File: src/rtl/t03_imm_gen_pipe.sv
// rtl/t03_imm_gen_pipe.sv - elastic pipelined RISC-V immediate generator
module t03_imm_gen_pipe #(
  parameter int XLEN   = 32,
  parameter int STAGES = 1,
  parameter int TAG_W  = 8
) (
  input  logic             clk,
  input  logic             nRst,
  input  logic             flush,
  input  logic             in_valid,
  output logic             in_ready,
  input  logic [31:0]      inst,
  input  logic [2:0]       type_i,
  input  logic [TAG_W-1:0] in_tag,
  output logic             out_valid,
  input  logic             out_ready,
  output logic [XLEN-1:0]  imm_gen,
  output logic [TAG_W-1:0] out_tag
);

  if (XLEN != 32 && XLEN != 64) begin : g_bad_xlen
    $error("t03_imm_gen_pipe: XLEN must be 32 or 64");
  end
  if (STAGES < 1 || STAGES > 3) begin : g_bad_stages
    $error("t03_imm_gen_pipe: STAGES must be in 1..3");
  end

  logic            s;
  logic            unused_opcode;
  logic [XLEN-1:0] imm_form;

  assign s             = inst[31];
  assign unused_opcode = ^inst[6:0];

  always_comb begin
    imm_form = '0;
    case (type_i)
      3'd1:    imm_form = {{(XLEN-12){s}}, inst[31:20]};
      3'd2:    imm_form = {{(XLEN-12){s}}, inst[31:25], inst[11:7]};
      3'd3:    imm_form = {{(XLEN-13){s}}, inst[31], inst[7], inst[30:25], inst[11:8], 1'b0};
      3'd4:    imm_form = {{(XLEN-32){s}}, inst[31:12], 12'h000};
      3'd5:    imm_form = {{(XLEN-21){s}}, inst[31], inst[19:12], inst[20], inst[30:21], 1'b0};
      3'd6:    imm_form = XLEN'(inst[19:15]);
      3'd7:    imm_form = (XLEN == 64) ? XLEN'(inst[25:20]) : XLEN'(inst[24:20]);
      default: imm_form = '0;
    endcase
  end

  logic [STAGES-1:0] valid_q, valid_d, adv;
  logic [XLEN-1:0]   imm_q [STAGES];
  logic [XLEN-1:0]   imm_d [STAGES];
  logic [TAG_W-1:0]  tag_q [STAGES];
  logic [TAG_W-1:0]  tag_d [STAGES];
  logic              rdy_chain;

  // A stage may load if it is empty or everything downstream of it can move.
  always_comb begin
    rdy_chain = out_ready;
    adv       = '0;
    for (int k = STAGES - 1; k >= 0; k--) begin
      adv[k]    = !valid_q[k] || rdy_chain;
      rdy_chain = adv[k];
    end
  end

  // Data only moves with a valid entry, so outputs hold while idle or stalled.
  always_comb begin
    valid_d = valid_q;
    imm_d   = imm_q;
    tag_d   = tag_q;
    if (adv[0]) begin
      valid_d[0] = in_valid;
      if (in_valid) begin
        imm_d[0] = imm_form;
        tag_d[0] = in_tag;
      end
    end
    for (int k = 1; k < STAGES; k++) begin
      if (adv[k]) begin
        valid_d[k] = valid_q[k-1];
        if (valid_q[k-1]) begin
          imm_d[k] = imm_q[k-1];
          tag_d[k] = tag_q[k-1];
        end
      end
    end
    if (flush) begin
      valid_d = '0;
    end
  end

  always_ff @(posedge clk or negedge nRst) begin
    if (!nRst) begin
      valid_q <= '0;
      for (int k = 0; k < STAGES; k++) begin
        imm_q[k] <= '0;
        tag_q[k] <= '0;
      end
    end else begin
      valid_q <= valid_d;
      imm_q   <= imm_d;
      tag_q   <= tag_d;
    end
  end

  assign in_ready  = adv[0];
  assign out_valid = valid_q[STAGES-1];
  assign imm_gen   = imm_q[STAGES-1];
  assign out_tag   = tag_q[STAGES-1];

endmodule

File: config.mk
export PLATFORM = sky130hd
export DESIGN_NAME = t03_imm_gen_pipe
export DESIGN_NICKNAME = d
export VERILOG_FILES = /design/src/rtl/t03_imm_gen_pipe.sv
export SDC_FILE = /design/constraint.sdc
export NUM_CORES = 1
export LEC_CHECK = 0
export ABC_CLOCK_PERIOD_IN_PS = 1300
export BUFFER_PORTS_ARGS = -buffer_cell sky130_fd_sc_hd__buf_2
export CAP_MARGIN = 20
export CELL_PAD_IN_SITES_DETAIL_PLACEMENT = 0
export CELL_PAD_IN_SITES_GLOBAL_PLACEMENT = 2
export CORE_MARGIN = 2
export CORE_UTILIZATION = 25
export CTS_BUF_LIST = sky130_fd_sc_hd__clkbuf_2 sky130_fd_sc_hd__clkbuf_4 sky130_fd_sc_hd__clkbuf_8
export DETAILED_ROUTE_END_ITERATION = 12
export GPL_ROUTABILITY_DRIVEN = 0
export GPL_TIMING_DRIVEN = 0
export PLACE_DENSITY_LB_ADDON = 0.1
export SETUP_SLACK_MARGIN = 0.5
export SLEW_MARGIN = 20
export SYNTH_ARGS = -nofsm -noshare
export SYNTH_HDL_FRONTEND = slang
export SYNTH_SLANG_ARGS = --single-unit
File: constraint.sdc
create_clock -name clk -period 1.3 [get_ports clk]
set_input_delay 0.26 -clock clk [delete_from_list [all_inputs] [get_ports clk]]
set_output_delay 0.26 -clock clk [all_outputs]
set_load 0.03 [all_outputs]
==> results of run 1 <==
worst max-delay path: stages (launching register included):
cell,delay [ps]
sky130_fd_sc_hd__dfrtp_2,430
sky130_fd_sc_hd__nand2b_4,110
sky130_fd_sc_hd__buf_6,140
metal layers:
| metal | vias up | global-route usage, % | routed length, microns |
|---|---|---|---|
| met2 | 55 | 24.2 | 2930 |
| li1 | 876 | - | - |
| met5 | - | 0 | 0 |
| met4 | 0 | 4.36 | 60 |
| met1 | 850 | 19.6 | 2630 |
| met3 | 4 | 3.51 | 308 |
flip-flops by register name, indices dropped and copies added (netlist names):
signal	flops
imm_gen	32
out_tag	8
out_valid	1
final cells by class:
type | count | area, sq um
clock inverter | 1 | 7.51
clock buffer | 6 | 82.6
sequential | 41 | 1030
fill | 739 | 3970
buffer | 13 | 148
timing repair buffer | 115 | 955
tap | 99 | 124
inverter | 1 | 3.75
multi-input combinational | 122 | 940
kinds of logic after synthesis:
| kind of cell | count (synthesis) |
|---|---|
| AOI/OAI and AO/OA | 69 |
| and+or+nand+nor | 44 |
| DFF | 41 |
| buffers and inverters | 14 |
| muxes | 9 |
path summary, 6_finish.rpt:
path | start | to | slack [ps] | cells past startpoint
min in group clk | flush | out_valid | 110 | 2
hold / removal | nRst | out_tag[1] | -40 | 1
setup reg to reg | out_valid | out_tag[1] | 80 | 4
max in group asynchronous | nRst | out_valid | 950 | 1
setup / recovery | out_valid | in_ready | 80 | 2
hold reg to reg | imm_gen[28] | imm_gen[28] | 510 | 2
stage by stage:
stage                     power (mW)  cells  util (%)  hold WS [ps]
final                           3.73    398      45.3         -41.7
after global routing            3.93    398      45.3         -8.59
after CTS                       3.70    386      43.1         -26.3
after detailed placement        2.44    358      33.8           410
after global placement          2.44    358      33.8           405
after floorplan                 2.09    177         -         -35.6
Yosys cell counts, drive strengths merged:
cell / count / area (sq um)
a32o: 4 / 40.0
clkbuf: 3 / 11.3
o21ai: 27 / 135
mux2: 9 / 101
o31ai: 2 / 15.0
a31oi: 1 / 6.26
inv: 1 / 3.75
nand4b: 1 / 8.76
nand3b: 1 / 7.51
a221oi: 4 / 35.0
and2: 1 / 6.26
dfrtp: 41 / 1030
and2b: 1 / 7.51
a21oi: 22 / 148
nor2b: 5 / 31.3
o21a: 1 / 7.51
nor2: 4 / 17.5
o311ai: 1 / 16.3
nand2b: 2 / 12.5
buf: 10 / 63.8
nor3b: 1 / 12.5
a22o: 7 / 61.3
nand2: 28 / 105
power breakdown:
part | internal (mW) | total (mW) | switching (mW)
registers | 1.42 | 1.53 | 0.107
clock network | 0.420 | 0.873 | 0.452
logic | 0.640 | 1.33 | 0.686
repair_timing:
action                                 4_1_cts  5_1_grt
setup endpoints to repair                   91       82
setup buffers                               18       12
gates cloned                                 3        0
pin swaps                                   26        0
resized for setup                          123       16
endpoints found under the hold margin       41       32
==> impl_metrics.json, run 1 <==
{
  "timing.final.crit_share_pct": 94.2,
  "diodes": 0,
  "drt_drc_violations_left": 0,
  "track_usage_pct": 14.9,
  "cp.arrival_ps": 960,
  "dr.pass1.iters": 4,
  "clock_sink_count": 41,
  "failed_checks": "negative hold slack",
  "ys_types": 29,
  "dpl.hpwl_microns": 4030,
  "mean_post_synth_cell_area_sq_um": 10.6,
  "grt_max_degree": 42,
  "grt_remaining_overflow": 0,
  "max_freq_mhz": 816,
  "route.detailed.wl_per_inst_microns": 14.9,
  "synthMuxAreaShare_pct": 5.39,
  "port_buffers": 82,
  "timing.final.setup_violations": 0,
  "ant_nets": 0,
  "synth_seq_area_share_pct": 54.6,
  "cts_tree": "yes",
  "master_cell_of_the_clock_root_buffer": "sky130_fd_sc_hd__clkbuf_8",
  "cellLeakagePower_nw": 1.54,
  "synthXorXnorAreaFrac_pct": 0,
  "grt_setup_unrepaired": "true",
  "slew_headroom_pct": 60.9,
  "clock_skew_ps": 3.62,
  "postLayoutCellArea_sq_um": 3290,
  "ios": 90,
  "number_of_cell_rows": 31,
  "initial_core_util_pct": 25.9,
  "vias": 1785,
  "drt-initial-drc-count": 34,
  "status": "finished, violations left",
  "cts_buffer_depth": 2,
  "worstSetupStartpointType": "register",
  "die_area_sq_um": 8230,
  "worstPathRequired_ps": 1040,
  "worst-setup-path-type": "reg2out",
  "floorplan.die.height_microns": 90.7,
  "power_density_nw_per_um2": 1130,
  "finalHoldWorstSlack_ps": -41.7,
  "timing_worst_slew_pin_value_ps": 585,
  "worst_hold_path_class": "in2async",
  "antenna_found_initial": 0,
  "timing_max_transition_violations_final": 0,
  "timing.final.ws_setup_ps": 75.1,
  "cts_inserted_buffers": 5,
  "placedInstanceArea_sq_um": 2450,
  "vias_per_cell": 4.48,
  "synth_seq_cells": 41,
  "layout-drive-gt1-share_pct": 58.9,
  "finish.net_count": 347,
  "worstSetupEndpointType": "output port",
  "max-vdd-ir-drop_v": 0.000600,
  "clk_transition_reported_paths_ps": 80,
  "post-place-ws_ps": -334,
  "areaGrowthSynthToFinish_pct": 74.9,
  "drt-total-wl_microns": 5920,
  "layout_commonest_cell": "sky130_fd_sc_hd__buf_6",
  "combinational_family_with_the_most_area_after_synthesis": "compound AO/OA/AOI/OAI gates",
  "finalSetupTns_ps": 0,
  "layout_common_cells": "48 x sky130_fd_sc_hd__buf_6, 40 x sky130_fd_sc_hd__buf_2, 40 x sky130_fd_sc_hd__dfrtp_1, 32 x sky130_fd_sc_hd__buf_4, 27 x sky130_fd_sc_hd__nand2_1",
  "synth_fp_nets": 225,
  "first_global_vias": 1845,
  "post_synth_and_or_nand_nor_area_fraction_pct": 11.1,
  "cap_violations": 0,
  "timing.critical_path.fanout_max": 4,
  "design.core.area_sq_um": 7250,
  "yosys.area_share.adder_pct": 0,
  "syn_area_sq_um": 1880,
  "ys.warnings.count": 0,
  "period_minus_slack_ps": 1220,
  "synth_compound_gate_area_share_pct": 24.7,
  "htree_levels": 2,
  "post_synth_inst_count": 177,
  "fp.dieW_microns": 90.7,
  "insertion_delay_ps": 290,
  "first_pass_grt_wire_length_microns": 9610,
  "hold_violations": 41
}
Power figures use the tool's default switching activity.
==> run 2: changes to the inputs <==
--- a/config.mk
+++ b/config.mk
@@ -5,13 +5,14 @@
 export SDC_FILE = /design/constraint.sdc
 export NUM_CORES = 1
 export LEC_CHECK = 0
+export ABC_AREA = 1
 export ABC_CLOCK_PERIOD_IN_PS = 1300
 export BUFFER_PORTS_ARGS = -buffer_cell sky130_fd_sc_hd__buf_2
 export CAP_MARGIN = 20
 export CELL_PAD_IN_SITES_DETAIL_PLACEMENT = 0
 export CELL_PAD_IN_SITES_GLOBAL_PLACEMENT = 2
 export CORE_MARGIN = 2
-export CORE_UTILIZATION = 25
+export CORE_UTILIZATION = 23
 export CTS_BUF_LIST = sky130_fd_sc_hd__clkbuf_2 sky130_fd_sc_hd__clkbuf_4 sky130_fd_sc_hd__clkbuf_8
 export DETAILED_ROUTE_END_ITERATION = 12
 export GPL_ROUTABILITY_DRIVEN = 0
==> impl_metrics.json, run 2 <==
{
  "ios": 90,
  "yosys.area.top_type_share_pct": 52.3,
  "clk_transition_reported_paths_ps": 90,
  "power_frac_comb_pct": 34.1,
  "grt_remaining_overflow": 0,
  "drt-total-wl_microns": 6140,
  "synth_seq_cells": 41,
  "areaGrowthSynthToFinish_pct": 57.4,
  "cts_tree": "yes",
  "finalHoldWorstSlack_ps": -54.3,
  "sw_frac_of_total_pct": 35.0,
  "max-vdd-ir-drop_v": 0.000379,
  "ys.flop_type": "sky130_fd_sc_hd__dfrtp_1",
  "floorplan.die.height_microns": 96.3,
  "worstSetupEndpointType": "output port",
  "post_synth_inst_count": 260,
  "hold_violations": 41,
  "post-route-util_pct": 37.4,
  "diodes": 0,
  "power_density_nw_per_um2": 1170,
  "ys.warnings.count": 0,
  "r2r_slack_ps": 140,
  "layout_commonest_cell": "sky130_fd_sc_hd__nand2_1",
  "insertion_delay_ps": 300,
  "vias_per_cell": 4.19,
  "track_usage_pct": 13.8,
  "failed_checks": "negative hold slack",
  "synth_edf_count": 0,
  "vias": 2003,
  "cellLeakagePower_nw": 1.76,
  "drt_drc_violations_left": 0,
  "worstSetupStartpointType": "register",
  "ys_types": 17,
  "postLayoutCellArea_sq_um": 3090,
  "clock_sink_count": 41,
  "period_minus_slack_ps": 1200,
  "timing.final.setup_violations": 0,
  "finish.net_count": 420,
  "master_cell_of_the_clock_root_buffer": "sky130_fd_sc_hd__clkbuf_8",
  "cp.arrival_ps": 940,
  "worst_hold_path_class": "in2async",
  "power.internal_mw": 2.35,
  "antenna_found_initial": 0,
  "cts_inserted_buffers": 5,
  "synth_seq_area_share_pct": 52.3,
  "net-switching-power_mw": 1.27,
  "synthArstFlopShare_pct": 100,
  "mean_post_synth_cell_area_sq_um": 7.54,
  "yosys.cell_count.top_type": "sky130_fd_sc_hd__nand2_1",
  "first_global_vias": 1939,
  "drt-initial-drc-count": 71,
  "die_area_sq_um": 9280,
  "clock_skew_ps": 7.39,
  "dr.pass1.iters": 4,
  "htree_levels": 2,
  "syn_area_sq_um": 1960,
  "synth_fp_nets": 308,
  "worstPathRequired_ps": 1040,
  "dpl.hpwl_microns": 4390,
  "grt_setup_unrepaired": "true",
  "first_pass_grt_wire_length_microns": 9710,
  "fp.dieW_microns": 96.3,
  "timing_worst_slew_pin_value_ps": 547,
  "worst-setup-path-type": "reg2out",
  "ant_nets": 0,
  "route.detailed.wl_per_inst_microns": 12.8,
  "timing.critical_path.fanout_max": 3,
  "slew_headroom_pct": 63.5,
  "timing_max_transition_violations_final": 0,
  "timing.final.crit_share_pct": 92.3,
  "finalSetupTns_ps": 0,
  "share_clk_of_total_power_pct": 23.7,
  "placedInstanceArea_sq_um": 2520,
  "largest_reg_flops": 32,
  "cap_violations": 0,
  "synthTopCellsByCount": "151 x sky130_fd_sc_hd__nand2_1, 41 x sky130_fd_sc_hd__dfrtp_1, 29 x sky130_fd_sc_hd__nand3_1",
  "final.fill_count": 909,
  "yosys.area.top_type": "sky130_fd_sc_hd__dfrtp_1",
  "share_seq_of_total_power_pct": 42.3,
  "initial_core_util_pct": 23.7,
  "grt_max_degree": 42,
  "cts_buffer_depth": 2,
  "ys_top_cells_by_area": "sky130_fd_sc_hd__dfrtp_1 52%, sky130_fd_sc_hd__nand2_1 29%, sky130_fd_sc_hd__nand3_1 7.4%, sky130_fd_sc_hd__buf_2 2.8%, sky130_fd_sc_hd__nand4_1 1.9%",
  "port_buffers": 81,
  "status": "finished, violations left",
  "layout-drive-gt1-share_pct": 36.7,
  "max_freq_mhz": 833,
  "layout_common_cells": "150 x sky130_fd_sc_hd__nand2_1, 48 x sky130_fd_sc_hd__buf_6, 43 x sky130_fd_sc_hd__buf_2, 40 x sky130_fd_sc_hd__dfrtp_1, 29 x sky130_fd_sc_hd__nand3_1",
  "number_of_cell_rows": 33,
  "design.core.area_sq_um": 8260
}
==> run 2: changes by cell type in the layout (fill, tap and decap cells not counted), moves of 6 or more <==
cell and delta:
sky130_fd_sc_hd__nand2_1 +123, sky130_fd_sc_hd__nand3_1 +29, sky130_fd_sc_hd__o21ai_2 -18, sky130_fd_sc_hd__a21oi_1 -9, sky130_fd_sc_hd__mux2_1 -8, sky130_fd_sc_hd__a22o_1 -7, sky130_fd_sc_hd__o21ai_1 -7, sky130_fd_sc_hd__a21oi_2 -6
sky130_fd_sc_hd__nand4_1 +6
==> run 2: through the flow <==
stage	instances	hold slack, ps	total power, mW	setup WS [ps]
2_1_floorplan	260	-35.6	2.11	165
3_3_place_gp	446	407	2.45	38.3
3_5_place_dp	446	413	2.45	37.4
4_1_cts	470	-41.1	3.64	87.3
5_1_grt	478	-31.0	3.84	56.2
6_report	478	-54.3	3.62	99.9
==> run 2: worst paths after layout <==
kind,to,start,cells past startpoint
worst max register to register,imm_gen[8],out_valid,5
max in group asynchronous,out_valid,nRst,1
worst max-delay path,in_ready,out_valid,2
min in group clk,out_valid,flush,2
worst min-delay path,imm_gen[30],nRst,1
worst min register to register,imm_gen[19],imm_gen[19],2
==> run 2: cell type report <==
type                       instances  area (sq um)  area share (%)
buffer                            14           121            3.93
clock buffer                       5          68.8            2.23
clock inverter                     3          17.5           0.568
inverter                           9          41.3            1.34
multi-input combinational        196           833            27.0
sequential                        41          1030            33.3
tap                              105           131            4.26
timing repair buffer             105           845            27.4
==> run 2: what timing repair did <==
action | CTS | global route
cloned | 0 | 0
endpoints found under the hold margin | 41 | 41
gates resized for setup | 95 | 0
buffers inserted | 16 | 8
endpoints found under the setup margin | 83 | 82
==> run 2: kinds of logic after synthesis <==
family / after synthesis / synth area share [%]
buf+inv: 23 / 5.81
compound gates: 5 / 1.28
simple gates: 191 / 40.6
flops: 41 / 52.3
==> run 2: critical path, cell delays in order (launching register included) <==
cell,delay (ps)
sky130_fd_sc_hd__dfrtp_2,430
sky130_fd_sc_hd__nand2_4,80
sky130_fd_sc_hd__buf_6,130
==> run 2: per-layer routing <==
| metal | share of wire [%] | global-route usage, % | wire length, microns |
|---|---|---|---|
| met1 | 48 | 18.1 | 2920 |
| met2 | 46 | 22.3 | 2800 |
| met3 | 5.6 | 3.37 | 345 |
| met4 | 1.3 | 4.58 | 80 |
| met5 | 0 | 0 | 0 |
==> run 2: power groups by stage <==
stage                     clock network, mW  logic (mW)  registers (mW)
after floorplan                           0       0.288            1.82
after global placement                    0       0.936            1.52
after detailed placement                  0       0.933            1.52
after CTS                             0.896        1.21            1.53
after global routing                  0.953        1.34            1.55
final                                 0.855        1.23            1.53
==> run 3: changes to the inputs <==
--- a/config.mk
+++ b/config.mk
@@ -17,7 +17,7 @@
 export DETAILED_ROUTE_END_ITERATION = 12
 export GPL_ROUTABILITY_DRIVEN = 0
 export GPL_TIMING_DRIVEN = 0
-export PLACE_DENSITY_LB_ADDON = 0.1
+export PLACE_DENSITY = 0.76
 export SETUP_SLACK_MARGIN = 0.5
 export SLEW_MARGIN = 20
 export SYNTH_ARGS = -nofsm -noshare
==> impl_metrics.json, run 3 (synthesis gave the netlist of run 2 again) <==
{
  "timing_worst_slew_pin_value_ps": 546,
  "finish.net_count": 423,
  "fp.dieW_microns": 96.3,
  "power_density_nw_per_um2": 1110,
  "die_area_sq_um": 9280,
  "slew_headroom_pct": 63.6,
  "insertion_delay_ps": 300,
  "failed_checks": "negative hold slack",
  "antenna_found_initial": 0,
  "share_seq_of_total_power_pct": 40.9,
  "cellLeakagePower_nw": 1.92,
  "worst_hold_path_class": "in2async",
  "cp.arrival_ps": 970,
  "vias": 2102,
  "number_of_cell_rows": 33,
  "dpl.hpwl_microns": 4470,
  "grt_setup_unrepaired": "true",
  "clock_skew_ps": 3.77,
  "drt-total-wl_microns": 6400,
  "final.fill_count": 896,
  "worstPathRequired_ps": 1040,
  "layout-drive-gt1-share_pct": 48.7,
  "status": "finished, violations left",
  "route.detailed.wl_per_inst_microns": 13.3,
  "first_global_vias": 2116,
  "timing.critical_path.fanout_max": 3,
  "clk_transition_reported_paths_ps": 80,
  "period_minus_slack_ps": 1230,
  "floorplan.die.height_microns": 96.3,
  "clock_sink_count": 41,
  "sw_frac_of_total_pct": 35.4,
  "design_power_total_mw": 3.75,
  "areaGrowthSynthToFinish_pct": 72.6,
  "worstSetupEndpointType": "output port",
  "layout_common_cells": "108 x sky130_fd_sc_hd__nand2_1, 46 x sky130_fd_sc_hd__buf_6, 43 x sky130_fd_sc_hd__buf_2, 40 x sky130_fd_sc_hd__dfrtp_1, 29 x sky130_fd_sc_hd__nand3_1",
  "dr.pass1.iters": 4,
  "drt_drc_violations_left": 0,
  "diodes": 0,
  "design.core.area_sq_um": 8260,
  "timing.final.ws_setup_ps": 71.7,
  "first_pass_grt_wire_length_microns": 10000,
  "power_frac_comb_pct": 36.6,
  "drt-initial-drc-count": 41,
  "track_usage_pct": 14.3,
  "grt_remaining_overflow": 0,
  "cap_violations": 0,
  "cts_tree": "yes",
  "r2r_slack_ps": 130,
  "timing_max_transition_violations_final": 0,
  "worst-setup-path-type": "reg2out",
  "finalHoldWorstSlack_ps": -51.1,
  "post-route-util_pct": 41.0,
  "net-switching-power_mw": 1.33,
  "cts_inserted_buffers": 5,
  "r2r_cells": 7,
  "finalSetupTns_ps": 0,
  "hold_violations": 41,
  "timing.rr.start": "out_valid",
  "cts_buffer_depth": 2,
  "master_cell_of_the_clock_root_buffer": "sky130_fd_sc_hd__clkbuf_8",
  "worstSetupStartpointType": "register",
  "grt_max_degree": 42,
  "reg2reg_to": "imm_gen[15]",
  "share_clk_of_total_power_pct": 22.5,
  "timing.final.setup_violations": 0,
  "vias_per_cell": 4.37,
  "initial_core_util_pct": 23.7,
  "largest_reg_flops": 32,
  "port_buffers": 81,
  "max_freq_mhz": 814,
  "ant_nets": 0,
  "timing.final.crit_share_pct": 94.5,
  "layout_commonest_cell": "sky130_fd_sc_hd__nand2_1",
  "post-place-ws_ps": 53.2,
  "ios": 90,
  "power.internal_mw": 2.42,
  "worstSetupStartpoint": "out_valid",
  "max-vdd-ir-drop_v": 0.000448,
  "htree_levels": 2
}
[run 3: cell count changes in the layout (fill, tap and decap cells not counted), moves of 2 or more]
cell	previous run	this run
sky130_fd_sc_hd__buf_4	28	26
sky130_fd_sc_hd__buf_6	48	46
sky130_fd_sc_hd__buf_8	0	3
sky130_fd_sc_hd__clkbuf_16	0	3
sky130_fd_sc_hd__nand2_1	150	108
sky130_fd_sc_hd__nand2_2	0	28
sky130_fd_sc_hd__nand2_4	3	16
[run 3: routing by layer]
metal	share of wire (%)	track usage, %	vias up
li1	-	-	1043
met1	46	18.8	993
met2	46	22.9	58
met3	7.3	3.99	8
met4	1.2	4.58	0
met5	0	0	-
[run 3: how the worst max path moves through the flow]
stage	endpoint	slack, ps
global placement	imm_gen[16]	60
floorplan	imm_gen[10]	170
detailed placement	imm_gen[21]	50
global route	in_ready	40
CTS	in_ready	100
finish	in_ready	70
[run 3: critical path, cell delays in order (launching register included)]
cell	delay, ps
sky130_fd_sc_hd__dfrtp_2	420
sky130_fd_sc_hd__nand2_4	110
sky130_fd_sc_hd__buf_6	140
[run 3: cell type report]
| type | instances | area, sq um | area share, % |
|---|---|---|---|
| buffer | 14 | 138 | 4.07 |
| timing repair buffer | 108 | 931 | 27.5 |
| multi-input combinational | 196 | 1020 | 30.2 |
| clock buffer | 5 | 68.8 | 2.03 |
| inverter | 9 | 48.8 | 1.44 |
| sequential | 41 | 1030 | 30.4 |
| tap | 105 | 131 | 3.88 |
| clock inverter | 3 | 17.5 | 0.518 |
[run 3: power by group through the flow]
stage                     Clock (mW)  Combinational [mW]  Sequential, mW
final                          0.843                1.37            1.53
after global routing           0.940                1.49            1.55
after CTS                      0.875                1.21            1.53
after detailed placement           0               0.936            1.52
after global placement             0               0.935            1.52
after floorplan                    0               0.288            1.82
[run 3: timing repair]
item / 4_1_cts / 5_1_grt
endpoints found under the hold margin: 41 / 41
pin swaps: 0 / 48
buffers inserted: 14 / 10
cloned: 0 / 3
setup endpoints to repair: 83 / 82
gates resized for setup: 96 / 67
[run 3: through the flow]
step                cells  instance area (sq um)  hold slack (ps)
floorplan             260                   1990            -35.6
global placement      446                   2520              408
detailed placement    446                   2520              411
CTS                   468                   3010            -33.7
global route          481                   3380            -23.3
finish                481                   3380            -51.1
